$ cat src/rtl/key_conditioner.sv
// key_conditioner: per-key 2-flop sync, polarity fix, counter debounce,
// press/release pulses and a per-frame sticky press flag.
// Ports: clk_i, rst_i (async, active-low), keys_raw_i, new_frame_i ->
//        keys_o (debounced level), press_o, release_o, frame_press_o.
module key_conditioner #(
   parameter int N_KEYS         = 4,
   parameter int CLK_HZ         = 50_000_000,
   parameter int DEBOUNCE_MS    = 10,
   parameter bit KEY_ACTIVE_LOW = 1'b1
) (
   input  logic              clk_i,
   input  logic              rst_i,
   input  logic [N_KEYS-1:0] keys_raw_i,
   input  logic              new_frame_i,
   output logic [N_KEYS-1:0] keys_o,
   output logic [N_KEYS-1:0] press_o,
   output logic [N_KEYS-1:0] release_o,
   output logic [N_KEYS-1:0] frame_press_o
);

   localparam int CNT_MAX = CLK_HZ / 1000 * DEBOUNCE_MS;
   localparam int CW      = $clog2(CNT_MAX + 1);
   localparam logic [CW-1:0] CNT_TERM = CW'(CNT_MAX - 1);
   // Raw pin level of a released key.
   localparam logic [N_KEYS-1:0] IDLE_RAW = {N_KEYS{KEY_ACTIVE_LOW}};

   if (CNT_MAX < 2) begin : g_bad_cfg
      $error("key_conditioner: CNT_MAX must be at least 2");
   end

   logic [N_KEYS-1:0] r_sync1;
   logic [N_KEYS-1:0] r_sync2;
   logic [N_KEYS-1:0] r_keys;
   logic [N_KEYS-1:0] r_press;
   logic [N_KEYS-1:0] r_release;
   logic [N_KEYS-1:0] r_frame;
   logic [N_KEYS-1:0] w_ks;
   logic [N_KEYS-1:0] w_diff;
   logic [N_KEYS-1:0] w_term;

   // Normalised synced level: 1 = pressed.
   assign w_ks   = r_sync2 ^ IDLE_RAW;
   assign w_diff = w_ks ^ r_keys;

   always_ff @(posedge clk_i or negedge rst_i) begin
      if (!rst_i) begin
         r_sync1 <= IDLE_RAW;
         r_sync2 <= IDLE_RAW;
      end else begin
         r_sync1 <= keys_raw_i;
         r_sync2 <= r_sync1;
      end
   end

   for (genvar g = 0; g < N_KEYS; g++) begin : g_key
      logic [CW-1:0] r_cnt;

      // Terminal count: the new level has been stable for CNT_MAX cycles.
      assign w_term[g] = w_diff[g] && (r_cnt == CNT_TERM);

      always_ff @(posedge clk_i or negedge rst_i) begin
         if (!rst_i) begin
            r_cnt <= '0;
         end else if (!w_diff[g] || w_term[g]) begin
            r_cnt <= '0;
         end else begin
            r_cnt <= r_cnt + CW'(1);
         end
      end
   end

   always_ff @(posedge clk_i or negedge rst_i) begin
      if (!rst_i) begin
         r_keys    <= '0;
         r_press   <= '0;
         r_release <= '0;
         r_frame   <= '0;
      end else begin
         r_keys    <= r_keys ^ w_term;
         r_press   <= w_term & w_ks;
         r_release <= w_term & ~w_ks;
         // A press coinciding with new_frame_i belongs to the coming frame.
         r_frame   <= r_press | (r_frame & ~{N_KEYS{new_frame_i}});
      end
   end

   assign keys_o        = r_keys;
   assign press_o       = r_press;
   assign release_o     = r_release;
   assign frame_press_o = r_frame;

endmodule

$ cat config.mk
export PLATFORM = sky130hd
export DESIGN_NAME = key_conditioner
export DESIGN_NICKNAME = d
export VERILOG_FILES = /design/src/rtl/key_conditioner.sv
export SDC_FILE = /design/constraint.sdc
export NUM_CORES = 1
export LEC_CHECK = 0
export BUFFER_PORTS_ARGS = -buffer_cell sky130_fd_sc_hd__buf_2
export CAP_MARGIN = 20
export CORE_UTILIZATION = 30
export CTS_CLUSTER_DIAMETER = 50
export DETAILED_ROUTE_END_ITERATION = 10
export SYNTH_ARGS = -nofsm -noshare
export SYNTH_HDL_FRONTEND = slang
export SYNTH_SLANG_ARGS = --single-unit
$ cat constraint.sdc
create_clock -name clk_i -period 1.8 [get_ports clk_i]
set_input_delay 0.36 -clock clk_i [delete_from_list [all_inputs] [get_ports clk_i]]
set_output_delay 0.36 -clock clk_i [all_outputs]
set_load 0.02 [all_outputs]
---- Word-level counts from Yosys, hierarchy flattened ----
Cells that the tools add are included.
storage, ports and cells
  output and inout bits ................... 16
  input bits .............................. 7
  bits in read-only memories .............. 0
  memories kept ........................... 0
  latch bits .............................. 0
  flip-flop bits (word level) ............. 100
  word-level logic and storage cells ...... 43
  RAM bits ................................ 0
operators by class
  mux-type cells .......................... 4
  reductions and logical operators ........ 12
  equality and inequality tests ........... 4
  order comparisons ....................... 0
  div/mod/pow operators ................... 0
  shifts and indexed selects .............. 0
  bitwise operators ....................... 9
  add/subtract/negate cells ............... 4
  $mul .................................... 0
operators by type and width
  kind                                                             count
  19-bit by 1-bit adder with 19-bit output, second input constant  4
  19-bit equality test, second input constant                      4
  19-bit 2-to-1 mux                                                4
  4-bit AND                                                        3
  4-bit inverter                                                   3
  4-bit XOR                                                        2
  1-bit logical AND                                                4
  1-bit zero test                                                  4
  1-bit logical OR                                                 4
  4-bit bitwise OR                                                 1

---- Logic depth before layout (Yosys ltp) ----
  depth in word-level cells ............... 5
  depth in mapped cells ................... 6
  depth with buffers taken out ............ 5

---- Worst setup path after synthesis ----
Ideal clock, no wire load.
  kind .................................... reg-to-reg
  start ................................... reg g_key[1].r_cnt[0]
  end ..................................... reg g_key[1].r_cnt[16]
  stages on the path, launching flop included .. 7
  clock period less this slack ............ 1.783 ns
  data arrival time ....................... 1.664 ns
  setup slack ............................. 0.017 ns
  path buffers ............................ 1
  setup time .............................. 0.119 ns
  data required time ...................... 1.681 ns
  path through ............................ dfrtp_1 -> ha_1 -> and4_1 -> nand4_1 -> o21ai_1 -> buf_4 -> nor2_1
on the way
  word-level cells in the longest chain between the ends .. 4
  elaborated cells on any way between the ends .. 5
  those cells by class .................... add/sub (1); eq/ne (1); mux (1); reduce/logical (2)
RTL lines
  item                                                                                              RTL line  source
  start: declaration                                                                                56        logic [CW-1:0] r_cnt;
  start signal: assignment                                                                          67        r_cnt <= r_cnt + CW'(1);
  parallel branches: the longest is 3 deep, another holds 19-bit by 1-bit adder with 19-bit output  n/a
  19-bit 2-to-1 mux *                                                                               64        end else if (!w_diff[g] || w_term[g]) begin
Every way passes the cells marked *.

---- Worst setup path after layout ----
  start ................................... reg g_key[1].r_cnt[10]
  end ..................................... reg g_key[1].r_cnt[17]
The elaborated chain is that of the path after synthesis.

==> impl_metrics.ini <==
[logic_synthesis]
synth_nets = 474
yosys.area_share.adder_pct = 1.07
syn_area_per_cell_um2 = 10.1
syn_inst = 463
syn_area_um2 = 4670
muxShareOfSynthArea_pct = 0.429
synthXorXnorAreaFrac_pct = 11.3
synth-compound-area-share_pct = 4.72
ys_seq_area_share_pct = 53.8
yosysUniqueCellTypes = 37
synth_top_family_by_area = simple AND/OR/NAND/NOR gates
ys_seq_elements = 100
synthSimpleGateAreaFrac_pct = 26.7
yosysWarnings = 0

[timing]
max_slew.worst_pin.slew_ps = 458
fin_crit_sh_pct = 97.7
max_freq_mhz = 569
finalSetupViolCount = 0
fin_ws_ps = 41.8
timing.hold.ws_ps = 107
drv_slew = 0
rsz0062_at_grt = true
period_needed_ps = 1760
setup_tns_ps = 0
finalHoldViolCount = 0
relSlewSlack_pct = 69.2
fin_worst_skew_ps = 6.01

[drt]
drt_first_pass_iters = 4
drtIter0Drc = 188
detail-route-antenna-nets = 0
routed_wl_um = 9470
vias_per_cell = 4.94
dr_total_vias = 3524
wl_per_cell_um = 13.3
drc = 0

[power]
intPower_w = 0.00332
comb_power_share_pct = 3.6
p_per_area_nw_per_um2 = 768
switchingPower_w = 0.000989
p_clk_share_pct = 42.6
leakage_nw = 2.34
p_sw_share_pct = 22.9
vdd_drop_max_mv = 0.463
power_w = 0.00431
pwr-share-seq_pct = 53.8

[critical_path]
reg2reg_slack_ps = 40
crit_family = simple AND/OR/NAND/NOR gates
r2r_start = g_key[1].r_cnt[10]
r2r_cells = 4
cp-end-kind = register
crit_buf_inv = 0
crit_arrival_ps = 2030
critical_path.slowest_cell = or4_4
r2r-end = g_key[1].r_cnt[17]
cp_max_fo = 4
path_depth = 4
critPathCapture = g_key[1].r_cnt[17]
max_stage_delay_ps = 540
cp.required_ps = 2070
crit_start = g_key[1].r_cnt[10]
worst_setup_path_start_kind = register
crit_chain = nand4_4 > or4_4 > or4_1 > a21oi_1
critical_path_class = register to register

[global_routing]
grt_pass1_wl_um = 16800
use_met3_pct = 2.99
busiest_layer = met2
grt_overflow = 0
gr-usage-all-layers_pct = 13.0
met2_usage_pct = 20.1
antenna_found_initial = 0
grt_max_degree = 42
grt_use_met1_pct = 17.8
grt_pass1_vias = 3514

[die]
die_height_um = 127
initial_core_util_pct = 30.7
ios = 23
rows = 45
die-area_um2 = 16100
coreArea_um2 = 15200
die_x_um = 127

[placement]
placed_area_um2 = 5250
post-place-ws_ps = 60.1
io_buffers = 22
dp_hpwl_um = 6780
place_congestion = 0.859

[cts]
cts_made_buffers = 9
clk_pin_slew_ps = 70
cts_tree = built
clk_path_buf_depth = 2
htree_num_levels = 3
clock-sinks = 100
clk_latency_ps = 350
root_buffer = clkbuf_16

[cells_and_area]
fin_nets = 532
syn2layout_area_growth_pct = 20.3
diodes = 0
drive_gt1_share_pct = 18.6
design_area_um2 = 5620

[flow_run]
drv_cap = 0

[status]
outcome = finished clean

[hold_path]
min_path_type = primary input to register
[cell families after synthesis]
kind of cell,after synthesis
multiplexers,2
flip-flops,100
XOR/XNOR,60
AO/OA/AOI/OAI,36
AND/OR/NAND/NOR,238
adder cells (fa/ha/maj),4
buffers and inverters,23
[sequential cells by signal, summed over array words and instances (netlist names), named ones only]
name,cells
r_sync2,4
frame_press_o,4
press_o,4
keys_o,3
g_key.r_cnt,76
r_sync1,4
release_o,4
[cell usage in the layout (no fill, tap or decap), types with 3 or more instances in the layout]
| master | count |
|---|---|
| nor4b_2 | 4 |
| o31ai_1 | 3 |
| nor3b_1 | 5 |
| inv_1 | 11 |
| a21o_1 | 5 |
| or3_1 | 7 |
| xnor2_1 | 45 |
| nor2_1 | 79 |
| dfrtp_1 | 92 |
| a21oi_1 | 9 |
| nand2_1 | 25 |
| clkbuf_16 | 9 |
| buf_4 | 33 |
| dfstp_2 | 8 |
| nor3_1 | 17 |
| xor2_1 | 15 |
| nand4_1 | 28 |
| and4_1 | 4 |
| or4_1 | 3 |
| nor4_1 | 13 |
| buf_2 | 21 |
| o21ai_0 | 10 |
| o21ai_1 | 4 |
| and3_1 | 9 |
| nand3_1 | 29 |
[metal layers]
metal | wire [um] | vias up
met2 | 4360 | 45
met4 | 179 | 0
met5 | 0 | -
met3 | 264 | 14
li1 | - | 1748
met1 | 4670 | 1717
[Yosys cell counts (all sizes together)]
library cell | count | area share, %
or3 | 7 | 0.94
a21oi | 9 | 0.96
nor3 | 17 | 1.8
dfrtp | 92 | 49
a21bo | 2 | 0.43
nor4b | 6 | 1.1
mux2i | 2 | 0.43
nor2 | 79 | 6.4
nand3 | 29 | 3.1
o21ai | 14 | 1.5
o221ai | 2 | 0.38
ha | 4 | 1.1
nand3b | 2 | 0.32
o31ai | 3 | 0.48
xnor2 | 45 | 8.4
buf | 6 | 0.70
and4 | 4 | 0.75
nor3b | 6 | 0.96
nand4bb | 2 | 0.48
clkbuf | 6 | 0.48
o211ai | 1 | 0.16
or2 | 2 | 0.27
nand2 | 25 | 2.0
dfstp | 8 | 4.5
nand2b | 1 | 0.13
or4 | 4 | 0.72
and4b | 1 | 0.24
xor2 | 15 | 2.8
a21o | 5 | 0.80
inv | 11 | 0.88
nor4 | 15 | 2.0
nand4 | 29 | 4.2
and3 | 9 | 1.2
[final cells by class]
cell class | instances | area (um^2)
fillers | 1519 | 9580
flip-flops and latches | 100 | 2510
multi-input cells | 340 | 2120
repair buffers | 59 | 425
clock buffers | 11 | 243
well taps | 188 | 235
inverters | 11 | 41.3
clock inverters | 5 | 36.3
[power by group through the flow]
stage	combinational [W]	clock, W	sequential, W
finish	0.000154	0.00184	0.00232
CTS	0.000159	0.00190	0.00232
global route	0.000182	0.00198	0.00232
floorplan	0.0000656	0	0.00235
global placement	0.000155	0	0.00236
detailed placement	0.000157	0	0.00236
[worst reg2reg max path, stage by stage, from the launching register on]
cell and delay, ps:
dfrtp_1 460, nand4_4 120, or4_4 540, or4_1 400, a21oi_1 160
[worst min path at each step]
stage / start / endpoint / slack, ps / depth (start not counted)
after floorplan: rst_i / async pin / 60 / 0
after CTS: keys_raw_i[3] / r_sync1[3] / 90 / 1
after global placement: rst_i / g_key[1].r_cnt[16] / 310 / 1
after global routing: keys_raw_i[1] / r_sync1[1] / 90 / 1
after detailed placement: rst_i / g_key[1].r_cnt[16] / 300 / 1
final: keys_raw_i[3] / r_sync1[3] / 110 / 1
[through the flow]
stage	utilization, %	instances
floorplan	-	463
global placement	34.5	696
detailed placement	34.5	696
CTS	36.4	713
global route	37.0	714
finish	37.0	714
[timing repair]
| item | 4_1_cts | 5_1_grt |
|---|---|---|
| endpoints found under the hold margin | 21 | 0 |
| gates resized for setup | 0 | 12 |
| hold buffers | 1 | 0 |
| endpoints found under the setup margin | 0 | 55 |
| buffers inserted | 0 | 1 |
Power figures use the tool's default switching activity.
